$ cat src/rtl/tournament_chooser.sv
// Tournament meta-predictor: per-entry saturating confidence counters pick one of N_PRED
// component predictions and are trained at resolve from an in-order snapshot FIFO. The
// optional global-history index folding is enabled with TOURNAMENT_CHOOSER_SEL_HIST_EN.
module tournament_chooser #(
  parameter int N_PRED = 2,
  parameter int SEL_W  = 4,
  parameter int CNT_W  = 4,
  parameter int DEPTH  = 8,
  parameter int GHR_W  = 4,
  localparam int PS_W  = (N_PRED > 2) ? $clog2(N_PRED) : 1,
  localparam int CNT_OUT_W = $clog2(DEPTH) + 1
) (
  input  logic                 clk,
  input  logic                 rst,
  input  logic                 predict_valid,
  input  logic [31:0]          predict_pc,
  input  logic [N_PRED-1:0]    comp_pred,
  output logic                 predict_ready,
  output logic                 prediction,
  output logic [PS_W-1:0]      pred_sel,
  input  logic                 resolve_valid,
  input  logic                 resolve_taken,
  input  logic                 flush,
  output logic [CNT_OUT_W-1:0] inflight_count
);

  localparam int PTR_W   = $clog2(DEPTH);
  localparam int ENTRIES = 1 << SEL_W;
  localparam logic [CNT_W-1:0] CNT_MID = CNT_W'(1) << (CNT_W - 1);

  logic [CNT_W-1:0]  cnt [ENTRIES][N_PRED];
  logic [SEL_W-1:0]  fifo_idx  [DEPTH];
  logic [N_PRED-1:0] fifo_comp [DEPTH];
  logic [PS_W-1:0]   fifo_sel  [DEPTH];
  logic [PTR_W-1:0]  head, tail;
  logic [PTR_W:0]    count;

  logic [SEL_W-1:0]  idx;
  logic [SEL_W-1:0]  head_idx;
  logic [N_PRED-1:0] head_comp;
  logic              full, push, pop, agree;
  logic [CNT_W-1:0]  best;
  logic [PS_W-1:0]   sel_c;
  logic              unused_bits;

`ifdef TOURNAMENT_CHOOSER_SEL_HIST_EN
  logic [GHR_W-1:0] ghr;

  // History is non-speculative: it only advances on an accepted pop.
  always_ff @(posedge clk) begin
    if (rst)      ghr <= '0;
    else if (pop) ghr <= GHR_W'({ghr, resolve_taken});
  end

  assign idx = predict_pc[SEL_W+1:2] ^ SEL_W'(ghr);
`else
  assign idx = predict_pc[SEL_W+1:2];
`endif

  // Handshake: a snapshot is pushed only when predict_valid && predict_ready in the same
  // cycle; predict_ready depends solely on the registered count, so a same-cycle pop
  // never opens a slot in a full FIFO. resolve_valid has no ready and is ignored when empty.
  assign full           = (count == (PTR_W+1)'(DEPTH));
  assign predict_ready  = !full;
  assign push           = predict_valid && predict_ready && !flush;
  assign pop            = resolve_valid && (count != '0);
  assign inflight_count = CNT_OUT_W'(count);

  assign head_idx  = fifo_idx[head];
  assign head_comp = fifo_comp[head];
  assign agree     = (head_comp == '0) || (head_comp == '1);

  // Strict greater-than keeps ties on the lowest component index.
  always_comb begin
    best  = cnt[idx][0];
    sel_c = '0;
    for (int i = 1; i < N_PRED; i++) begin
      if (cnt[idx][i] > best) begin
        best  = cnt[idx][i];
        sel_c = PS_W'(i);
      end
    end
  end

  assign pred_sel   = sel_c;
  assign prediction = comp_pred[sel_c];

  always_ff @(posedge clk) begin
    if (push && !rst) begin
      fifo_idx[tail]  <= idx;
      fifo_comp[tail] <= comp_pred;
      fifo_sel[tail]  <= sel_c;
    end
  end

  always_ff @(posedge clk) begin
    if (rst) begin
      for (int e = 0; e < ENTRIES; e++) begin
        for (int i = 0; i < N_PRED; i++) begin
          cnt[e][i] <= (i == 0) ? CNT_MID : CNT_MID - CNT_W'(1);
        end
      end
      head  <= '0;
      tail  <= '0;
      count <= '0;
    end else begin
      if (pop && !agree) begin
        for (int i = 0; i < N_PRED; i++) begin
          if (head_comp[i] == resolve_taken) begin
            if (cnt[head_idx][i] != '1) cnt[head_idx][i] <= cnt[head_idx][i] + CNT_W'(1);
          end else begin
            if (cnt[head_idx][i] != '0) cnt[head_idx][i] <= cnt[head_idx][i] - CNT_W'(1);
          end
        end
      end
      // A flush still lets the same-cycle pop train, then empties the FIFO.
      if (flush) begin
        head  <= tail;
        count <= '0;
      end else begin
        if (push) tail <= tail + PTR_W'(1);
        if (pop)  head <= head + PTR_W'(1);
        case ({push, pop})
          2'b10:   count <= count + (PTR_W+1)'(1);
          2'b01:   count <= count - (PTR_W+1)'(1);
          default: count <= count;
        endcase
      end
    end
  end

  assign unused_bits = ^{predict_pc[31:SEL_W+2], predict_pc[1:0], fifo_sel[head], best};

endmodule

$ cat config.mk
export PLATFORM = sky130hd
export DESIGN_NAME = tournament_chooser
export DESIGN_NICKNAME = d
export VERILOG_FILES = /design/src/rtl/tournament_chooser.sv
export SDC_FILE = /design/constraint.sdc
export NUM_CORES = 1
export LEC_CHECK = 0
export BUFFER_PORTS_ARGS = -buffer_cell sky130_fd_sc_hd__buf_2
export CORE_AREA = 2 2 140 142
export DETAILED_ROUTE_END_ITERATION = 12
export DIE_AREA = 0 0 142 144
export MAX_ROUTING_LAYER = met4
export PLACE_DENSITY = 0.85
export SETUP_SLACK_MARGIN = 0.2
export SLEW_MARGIN = 30
export SYNTH_ARGS = -nofsm -noshare
export SYNTH_HDL_FRONTEND = slang
export SYNTH_SLANG_ARGS = --single-unit
$ cat constraint.sdc
create_clock -name clk -period 6 [get_ports clk]
set_input_delay 0.3 -clock clk [delete_from_list [all_inputs] [get_ports clk]]
set_output_delay 0.3 -clock clk [all_outputs]
set_load 0.02 [all_outputs]
After elaboration in Yosys (flattened, before gate mapping)
Memory sizes are Yosys's and may differ from the RTL's. A register that Yosys moved wholly into a read port is not among the register bits.
Index checks and enable logic that the tools add are counted.
- flip-flop bits (word level): 10
- bits in writable memories: 176
- input bits: 40
- memories: 3
- memories (memory ; depth ; width ; read ports ; clocked after memory_dff ; wr ports ; line ; source):
    cnt ; 16 ; 8 ; 2 ; 0 ; 16 ; 31 ; logic [CNT_W-1:0] cnt [ENTRIES][N_PRED];
    fifo_idx ; 8 ; 4 ; 1 ; 1 ; 1 ; 32 ; logic [SEL_W-1:0] fifo_idx [DEPTH];
    fifo_comp ; 8 ; 2 ; 1 ; 1 ; 1 ; 33 ; logic [N_PRED-1:0] fifo_comp [DEPTH];
- add/sub/neg operators: 8
- magnitude comparators: 2
- equal/unequal tests: 8
- mux-type cells: 39
- bitwise gates (word level): 3
- reductions and logical operators: 19
- operators with widths (cell ; number):
    1-bit two-way mux ; 27
    3-bit two-way mux ; 6
    4-bit by 1-bit adder with 4-bit output (second input constant) ; 3
    4-bit two-way mux ; 3
    4-bit nonzero test ; 3
    4-bit by 1-bit subtractor with 4-bit output (second input constant) ; 3
    8-bit two-way mux ; 1
    4-bit != test (second input constant) ; 2
    4-bit case mux with 2 select lines ; 1
    8-bit OR reduction ; 1
    3-bit by 1-bit adder with 3-bit output (second input constant) ; 2
    1-bit logical AND ; 5
    2-bit == test (second input constant) ; 2
    4-bit == test (second input constant) ; 1
    4-bit > comparator ; 1
    1-bit zero test ; 4
    2-bit nonzero test ; 2
    1-bit == test ; 2
    2-bit by 1-bit == test with 1-bit output (second input constant) ; 1
    2-bit zero test ; 1
    1-bit by 2-bit less-than comparator with 1-bit output (second input constant) ; 1
    2-bit two-way mux ; 1
    1-bit OR ; 2
    2-bit AND reduction ; 1
    other kinds (3) ; 3

Longest topological paths before layout
Gate-level depths: netlist of the first run.
- word-level depth: 10
- gate-level depth with buffers: 19
- depth with buffers taken out: 14

Worst setup path after synthesis of the first run
No wires, ideal clock.
- path type: flip-flop to flip-flop
- start point: register (tool-made name)
- end point: memory cnt[10][6] in the netlist's numbering (data pin)
- arrival: 3.939 ns
- data required time: 5.730 ns
- setup slack: 1.792 ns
- stages on the path, launching flop included: 20
- buffers on the path: 6
- period minus slack after synthesis: 4.208 ns
- cells stage by stage: dfxtp_1 > buf_2 > buf_2 > buf_2 > mux2i_1 > nor3_1 > or4_1 > clkbuf_1 > a22o_1 > a211o_1 > buf_2 > nor2_1 > a211oi_1 > a21o_1 > ha_1 > nor3b_1 > mux2i_1 > nand4_1 > clkbuf_1 > nor3_1
- RTL lines (element ; line):
    end, declared ; 31

==> results.py, run 1 <==
metrics = {
    "status": {
        "status": "completed",
    },
    "synthesis": {
        "syn_inst": 797,
        "synth_mux_area_frac": 0.2048,
        "synthXorXnorAreaFrac": 0.006676,
        "synth.avg_cell_area_sq_um": 13.17,
        "synth_nets": 849,
        "synth_top_family_by_area": "multiplexers",
        "synth_area_sq_um": 10500,
        "synth-edff-count": 176,
        "ys_ff_latch": 189,
        "synth_compound_area_frac": 0.05401,
        "yosys.area_share.simple": 0.1581,
        "synth_adder_area_share": 0.01502,
        "ys_types": 63,
        "synth_top_flop_cell": "edfxtp_1",
        "ys_warn_count": 0,
        "ys_seq_area_frac": 0.5284,
        "async_reset_ff_frac": 0,
    },
    "run": {
        "max_cap_viol_count": 0,
    },
    "route": {
        "vias_per_cell": 7.005,
        "via_count": 7313,
        "drcViolationCount": 0,
        "wl_per_cell_um": 24.85,
        "ant_nets": 0,
        "drt_iter0_markers": 1027,
        "drt_wl_total_um": 25950,
        "drtPass1Iterations": 6,
    },
    "cells_and_area": {
        "final_core_util": 0.5961,
        "final_cell_mix": "edfxtp_1, mux4_2, nor3_1, nand2_1, nor2_1",
        "layout.nets": 845,
        "final_area_sq_um": 11370,
        "area_growth_pct": 8.369,
        "final_common_cell": "edfxtp_1",
        "fin_cells": 1044,
        "antenna_cells": 0,
        "drive_above_1_share": 0.2122,
    },
    "clock_tree": {
        "root_buffer": "clkbuf_16",
        "htreeDepth": 4,
        "clock_path_buffers": 2,
        "clkSlewWorstSetupHoldPaths_ns": 0.07,
        "clk_latency_ns": 0.45,
        "ctsHoldBuffers": 0,
        "clkSinkCount": 189,
        "postCtsSetupBuffers": 0,
        "cts_resized": 0,
        "cts_buffers": 17,
        "cts_tree": "built",
    },
    "place": {
        "io_buffers": 18,
        "gp_routability_congestion": 0.9406,
        "dp.cells": 1012,
        "dp_hpwl_um": 17350,
        "place_area_sq_um": 10750,
        "pre_cts_slack_ns": 1.049,
    },
    "global_route": {
        "overflow": 0,
        "grt_max_degree": 46,
        "antenna_found_initial": 0,
        "grt.total_usage": 0.2720,
        "grt_pass1_wl_um": 40200,
        "grt_pass1_vias": 7055,
    },
    "timing": {
        "fin_hold_ws_ns": 0.1610,
        "grt_setup_unrepaired": "false",
        "finClkSkew_ns": 0.01865,
        "hold_violations": 0,
        "setup_tns_ns": 0,
        "relSlewSlack": 0.3654,
        "min_period_ns": 5.010,
        "drv_slew": 0,
        "worst_slew_pin_slew_ns": 0.9520,
        "layout_setup_ws_ns": 0.9896,
        "finalSetupViolCount": 0,
        "fmax_ghz": 0.1996,
        "finalCritPeriodShare": 0.8351,
    },
    "setup_path": {
        "r2r_cells": 13,
        "r2r_end": "cnt[7][2]$_SDFFCE_PN1P_",
        "worstPathMaxFanout": 23,
        "cp.arrival_ns": 5.31,
        "cpMostUsedCell": "mux4_2",
        "r2r_slack_ns": 0.99,
        "crit_type": "reg2reg",
        "cp-end-kind": "flip-flop",
        "slowest_stage": "mux4_2",
        "cp.required_ns": 6.30,
        "crit_chain": "mux2_1 > mux4_2 > mux4_2 > a22oi_1 > and3_1 > o211ai_1 > o21ai_0 > ha_1 > inv_1 > or4_1 > a31o_2 > and2_1 > nand2_1",
        "start_kind": "flip-flop",
        "max_stage_delay_ns": 0.82,
    },
    "hold_path": {
        "holdPathEnd": "fifo_comp[4][1]$_DFFE_PP_",
        "hold_start": "comp_pred[1]",
        "hold_class": "in2reg",
        "holdPathStages": 1,
    },
    "floorplan": {
        "core_region_area_sq_um": 19080,
        "fp.dieH_um": 144,
        "ios": 47,
        "die-area_sq_um": 20450,
        "die_x_um": 142,
        "rows": 51,
        "start_util": 0.5501,
    },
    "power_and_ir_drop": {
        "p_total_mw": 3.029,
        "power_density_nw_per_um2": 266.4,
        "ir_worst_vdd_uv": 152.5,
        "leakage_nw": 3.426,
    },
}
[per-layer routing]
| metal | vias to the layer above | share of wire | global-route usage |
|---|---|---|---|
| met4 | 0 | 0.041 | 0.1147 |
| met1 | 3534 | 0.36 | 0.3382 |
| met5 | - | 0 | - |
| met3 | 114 | 0.10 | 0.04967 |
| met2 | 536 | 0.49 | 0.4439 |
| li1 | 3129 | - | - |
[critical path, delay by kind of cell, from the launching register on]
kind | cells | cell delay (ns)
mux | 3 | 1.81
simple gates | 4 | 1.28
compound gates | 4 | 0.89
flops | 1 | 0.56
fa+ha+maj | 1 | 0.23
buf+inv | 1 | 0.07
[synthesized netlist by cell type (8+ instances only)]
master / instances / area, sq um
buf_1: 9 / 33.78
a21oi_1: 8 / 40.04
mux2i_1: 31 / 310.3
or3_1: 19 / 118.9
nand3_1: 24 / 120.1
or2_1: 13 / 81.33
nand2_1: 57 / 214.0
nor2_1: 49 / 183.9
ha_1: 11 / 137.6
nand2b_1: 30 / 187.7
dfxtp_1: 13 / 260.3
nor3_1: 67 / 335.3
mux4_2: 71 / 1599
nand4_1: 15 / 93.84
nor4_1: 10 / 62.56
mux2_2: 17 / 191.4
buf_2: 13 / 65.06
inv_1: 13 / 48.80
edfxtp_1: 176 / 5285
o21bai_1: 14 / 105.1
clkbuf_1: 30 / 112.6
o21ai_0: 9 / 45.04
[logic make-up after synthesis]
family                   Yosys count
AO/OA/AOI/OAI                     77
XOR/XNOR                           8
flip-flops                       189
multiplexers                     123
AND/OR/NAND/NOR                  314
buffers and inverters             74
adder cells (fa/ha/maj)           12
[sequential cells by signal, indices dropped and copies added (netlist names), named ones only]
| register | count |
|---|---|
| head | 3 |
| tail | 3 |
| inflight_count | 4 |
| fifo_idx | 32 |
| fifo_comp | 16 |
| cnt | 128 |
[how the worst max path moves through the flow]
stage / end / cells past startpoint
after detailed placement: cnt[1][4]$_SDFFCE_PN0P_ / 10
after global routing: cnt[7][2]$_SDFFCE_PN1P_ / 13
after floorplan: cnt[10][6]$_SDFFCE_PN0P_ / 19
after CTS: cnt[7][2]$_SDFFCE_PN1P_ / 14
after global placement: cnt[1][4]$_SDFFCE_PN0P_ / 10
final: cnt[7][2]$_SDFFCE_PN1P_ / 13
[layout make-up]
type,count,area [sq um]
Fill cell,1397,7706
Sequential cell,189,5545
Multi-Input combinational cell,534,4619
Clock buffer,18,429.2
Tap cell,238,297.8
Timing Repair Buffer,38,242.7
Clock inverter,14,190.2
Inverter,13,48.80
[where the power goes]
group	internal [mW]	switching (mW)	total, mW
sequential	1.46	0.0146	1.47
clock	0.699	0.509	1.21
combinational	0.122	0.230	0.352
total	2.28	0.754	3.03
(Power assumes the default switching activity.)
==> inputs of run 2 (changes only) <==
- clock period: 6 -> 5.1 ns (I/O delays scaled with it)
==> results.py, run 2 (same netlist as run 1, synthesis figures left out) <==
metrics = {
    "status": {
        "status": "completed",
    },
    "setup_path": {
        "start_kind": "flip-flop",
        "cp_top_family": "simple AND/OR/NAND/NOR gates",
        "crit_chain": "buf_4 > mux4_2 > buf_4 > mux2i_1 > o22ai_1 > a211o_1 > or2_1 > o211ai_1 > o21ai_0 > ha_1 > inv_1 > or4_1 > a31o_2 > and2_2 > nand2_1",
        "cp.arrival_ns": 4.93,
        "critPathBufInv": 3,
        "cp.required_ns": 5.40,
        "slowest_stage": "mux4_2",
        "worstPathMaxFanout": 17,
        "cp-end-kind": "flip-flop",
        "max_stage_delay_ns": 0.77,
        "cpMostUsedCell": "buf_4",
        "crit_type": "reg2reg",
    },
    "cells_and_area": {
        "largest_reg_flops": 128,
        "fillers": 1344,
        "final_common_cell": "edfxtp_1",
        "final_cell_mix": "edfxtp_1, mux4_2, nor3_1, nand2_1, nor2_1",
        "top_register": "cnt",
        "fin_cells": 1059,
        "layout.nets": 860,
        "final_area_sq_um": 11450,
        "seq_area_sq_um": 5548,
        "area_growth_pct": 9.132,
        "drive_above_1_share": 0.2326,
        "largestRegisters": "cnt (128), fifo_idx (32), fifo_comp (16)",
        "antenna_cells": 0,
        "multi_input_area_sq_um": 4644,
    },
    "run": {
        "max_cap_viol_count": 0,
    },
    "timing": {
        "min_period_ns": 4.622,
        "drv_slew": 0,
        "setup_tns_ns": 0,
        "worst_slew_pin_slew_ns": 0.9486,
        "finClkSkew_ns": 0.009469,
        "hold_violations": 0,
        "grt_setup_unrepaired": "false",
        "relSlewSlack": 0.3676,
        "fmax_ghz": 0.2164,
        "finalCritPeriodShare": 0.9062,
        "finalSetupViolCount": 0,
    },
    "route": {
        "drtPass1Iterations": 5,
        "ant_nets": 0,
        "top_layer": "met4",
        "drt_iter0_markers": 887,
        "wl_per_cell_um": 25.33,
        "drcViolationCount": 0,
        "route.met3.wl_um": 2520,
        "wl_met2_um": 13470,
        "drt_wl_total_um": 26820,
        "vias_per_cell": 6.975,
        "met1_length_um": 9657,
        "via_count": 7387,
    },
    "clock_tree": {
        "clkSinkCount": 189,
        "clk_latency_ns": 0.44,
        "htreeDepth": 4,
        "clkSlewWorstSetupHoldPaths_ns": 0.07,
        "root_buffer": "clkbuf_16",
        "cts_tree": "built",
        "cts_buffers": 17,
        "ctsHoldBuffers": 0,
        "clock_path_buffers": 2,
    },
    "power_and_ir_drop": {
        "switchingPower_mw": 0.8839,
        "seqPwrFrac": 0.505,
        "ir_worst_vdd_uv": 235.5,
        "sw_frac_of_total": 0.2581,
        "pwr-share-comb": 0.126,
        "power_density_nw_per_um2": 299.0,
        "pwr-share-clk": 0.369,
        "leakage_nw": 3.487,
        "p_int_mw": 2.540,
    },
    "place": {
        "place_area_sq_um": 10850,
        "dp.cells": 1025,
        "io_buffers": 18,
        "gp_routability_congestion": 0.9593,
        "dp_hpwl_um": 18210,
    },
    "floorplan": {
        "die-area_sq_um": 20450,
        "rows": 51,
        "start_util": 0.5501,
        "die_x_um": 142,
        "core_region_area_sq_um": 19080,
        "fp.dieH_um": 144,
        "ios": 47,
    },
    "global_route": {
        "grt.total_usage": 0.2796,
        "grt_max_degree": 46,
        "antenna_found_initial": 0,
        "grt_pass1_wl_um": 41340,
        "grt_pass1_vias": 7398,
        "overflow": 0,
    },
    "hold_path": {
        "hold_class": "in2reg",
    },
}
==> run 2: path summary, 6_finish.rpt <==
kind | from | depth (start not counted) | slack, ns | endpoint
max | flip-flop | 15 | 0.48 | cnt[8][2]$_SDFFCE_PN1P_
min | comp_pred[0] | 1 | 0.11 | fifo_comp[0][0]$_DFFE_PP_
max reg2reg | flip-flop | 15 | 0.48 | cnt[8][2]$_SDFFCE_PN1P_
min reg2reg | inflight_count[3]$_SDFFE_PP0P_ | 2 | 0.58 | inflight_count[3]$_SDFFE_PP0P_
==> run 2: cell type report <==
cell class | instances | area share
Sequential cell | 189 | 0.4844
Clock buffer | 19 | 0.03780
Clock inverter | 13 | 0.01016
Tap cell | 238 | 0.02600
Timing Repair Buffer | 53 | 0.03190
Multi-Input combinational cell | 534 | 0.4055
Inverter | 13 | 0.004260
==> run 2: per-layer routing <==
layer,track usage,vias to the layer above
li1,-,3160
met1,0.3382,3656
met2,0.4602,470
met3,0.05596,101
met4,0.1247,0
met5,-,-
==> run 2: power by group through the flow <==
stage	sequential, mW	clock, mW	combinational, mW
after floorplan	1.75	0	0.293
after global placement	1.76	0	0.402
after detailed placement	1.76	0	0.414
after CTS	1.73	1.26	0.419
after global routing	1.73	1.32	0.457
final	1.73	1.26	0.432
==> run 2: stage by stage <==
stage | utilization | setup slack (ns) | power [mW] | hold slack [ns]
after floorplan | - | 0.8916 | 2.048 | 0.3539
after global placement | 0.5680 | 0.3952 | 2.162 | 0.5522
after detailed placement | 0.5685 | 0.2594 | 2.176 | 0.5662
after CTS | 0.5973 | 0.2267 | 3.409 | 0.1129
after global routing | 0.6003 | 0.2910 | 3.505 | 0.1304
final | 0.6003 | 0.4785 | 3.424 | 0.1112
==> run 2: repair_timing <==
item | in CTS | in global routing
endpoints found under the setup margin | 0 | 89
setup buffers | 0 | 2
hold endpoints to repair | 0 | 0
resized for setup | 0 | 8
==> inputs of run 3 (changes only) <==
- MAX_ROUTING_LAYER: met4 -> default
==> results.py, run 3 (same netlist as run 1, synthesis figures left out) <==
metrics = {
    "cells_and_area": {
        "final_cell_mix": "edfxtp_1, mux4_2, nor3_1, nand2_1, nor2_1",
        "largest_reg_flops": 128,
        "final_core_util": 0.6028,
        "area_growth_pct": 9.585,
        "final_common_cell": "edfxtp_1",
        "fin_cells": 1060,
        "final_area_sq_um": 11500,
        "top_register": "cnt",
        "largestRegisters": "cnt (128), fifo_idx (32), fifo_comp (16)",
        "layout.nets": 861,
        "drive_above_1_share": 0.2324,
        "antenna_cells": 0,
    },
    "clock_tree": {
        "clkSlewWorstSetupHoldPaths_ns": 0.07,
        "cts_tree": "built",
        "clk_latency_ns": 0.45,
        "cts_buffers": 17,
        "clock_path_buffers": 2,
        "clkSinkCount": 189,
        "htreeDepth": 4,
        "ctsHoldBuffers": 0,
        "root_buffer": "clkbuf_16",
    },
    "place": {
        "place_area_sq_um": 10820,
        "gp_routability_congestion": 0.9336,
        "dp_hpwl_um": 18320,
        "dp.cells": 1022,
        "io_buffers": 18,
    },
    "run": {
        "max_cap_viol_count": 0,
    },
    "setup_path": {
        "cp.required_ns": 5.41,
        "cp.arrival_ns": 5.07,
        "cp-end-kind": "flip-flop",
        "worstPathMaxFanout": 10,
        "crit_type": "reg2reg",
        "start_kind": "flip-flop",
    },
    "power_and_ir_drop": {
        "power_density_nw_per_um2": 306.6,
        "leakage_nw": 3.502,
        "ir_worst_vdd_uv": 189.0,
    },
    "timing": {
        "relSlewSlack": 0.3998,
        "finalCritPeriodShare": 0.9341,
        "fmax_ghz": 0.2099,
        "min_period_ns": 4.764,
        "drv_slew": 0,
        "hold_violations": 0,
        "finClkSkew_ns": 0.01156,
        "setup_tns_ns": 0,
        "fin_hold_ws_ns": 0.1029,
        "worst_slew_pin_slew_ns": 0.8906,
        "finalSetupViolCount": 0,
        "grt_setup_unrepaired": "false",
    },
    "floorplan": {
        "rows": 51,
        "start_util": 0.5501,
        "die-area_sq_um": 20450,
        "die_x_um": 142,
        "fp.dieH_um": 144,
        "core_region_area_sq_um": 19080,
        "ios": 47,
    },
    "route": {
        "drt_iter0_markers": 1125,
        "ant_nets": 0,
        "drcViolationCount": 0,
        "wl_per_cell_um": 25.08,
        "drt_wl_total_um": 26590,
        "via_count": 7469,
        "drtPass1Iterations": 6,
        "vias_per_cell": 7.046,
    },
    "global_route": {
        "antenna_found_initial": 0,
        "grt_max_degree": 46,
        "grt_pass1_wl_um": 40590,
        "overflow": 0,
        "grt.total_usage": 0.2673,
        "grt_pass1_vias": 7248,
    },
    "status": {
        "status": "completed",
    },
    "hold_path": {
        "hold_class": "in2reg",
    },
}
[run 3: changes by cell type in the layout (fill, tap and decap cells not counted), sizes merged]
cell	delta
buf	+1
bufinv	+1
clkbuf	+2
clkinv	-5
clkinvlp	+2
[run 3: final timing paths]
| path | from | to | slack (ns) | depth (start not counted) |
|---|---|---|---|---|
| worst min register to register | inflight_count[3]$_SDFFE_PP0P_ | inflight_count[3]$_SDFFE_PP0P_ | 0.57 | 2 |
| worst min-delay path | comp_pred[0] | fifo_comp[7][0]$_DFFE_PP_ | 0.10 | 1 |
| worst max-delay path | flip-flop | cnt[3][2]$_SDFFCE_PN1P_ | 0.34 | 14 |
| worst max register to register | flip-flop | cnt[3][2]$_SDFFCE_PN1P_ | 0.34 | 14 |
[run 3: stage by stage]
step / setup slack [ns] / total power, mW
3_5_place_dp: 0.2088 / 2.173
2_1_floorplan: 0.8916 / 2.048
3_3_place_gp: 0.3464 / 2.159
5_1_grt: 0.2097 / 3.600
6_report: 0.3360 / 3.526
4_1_cts: 0.2227 / 3.507
[run 3: area by class of cell]
type	instances	area [sq um]
inverters	13	48.80
flip-flops and latches	189	5547
clock inverters	11	131.4
multi-input cells	534	4633
clock buffers	21	470.5
repair buffers	54	372.9
fillers	1375	7579
well taps	238	297.8
[run 3: layer usage]
| layer | wire, um | GRT usage | part of all wire | vias to the layer above |
|---|---|---|---|---|
| li1 | - | - | - | 3165 |
| met4 | 1265 | 0.1347 | 0.048 | 0 |
| met5 | 0 | 0 | 0 | - |
| met2 | 13120 | 0.4424 | 0.49 | 542 |
| met3 | 2814 | 0.05629 | 0.11 | 122 |
| met1 | 9386 | 0.3366 | 0.35 | 3640 |
[run 3: worst max-delay path, stage by stage (launching register included)]
cell	delay [ns]
dfxtp_1	0.58
mux2_1	0.38
mux4_2	0.57
buf_4	0.23
mux4_2	0.45
a22oi_1	0.35
and3_1	0.28
o211ai_1	0.11
o21ai_0	0.10
ha_1	0.24
inv_1	0.07
or4_1	0.51
a31o_2	0.33
and2_2	0.29
nand2_1	0.12
[run 3: timing repair]
| item | 4_1_cts | 5_1_grt |
|---|---|---|
| gates resized for setup | 1 | 3 |
| setup buffers | 0 | 6 |
| gates cloned | 0 | 0 |
| endpoints found under the setup margin | 5 | 100 |
[run 3: power by group]
| group | internal, mW | switching (mW) | leakage (nW) | total, mW |
|---|---|---|---|---|
| clock network | 0.767 | 0.598 | 0.287 | 1.36 |
| logic | 0.154 | 0.278 | 1.58 | 0.432 |
| registers | 1.71 | 0.0175 | 1.63 | 1.73 |
| total | 2.63 | 0.893 | 3.50 | 3.53 |
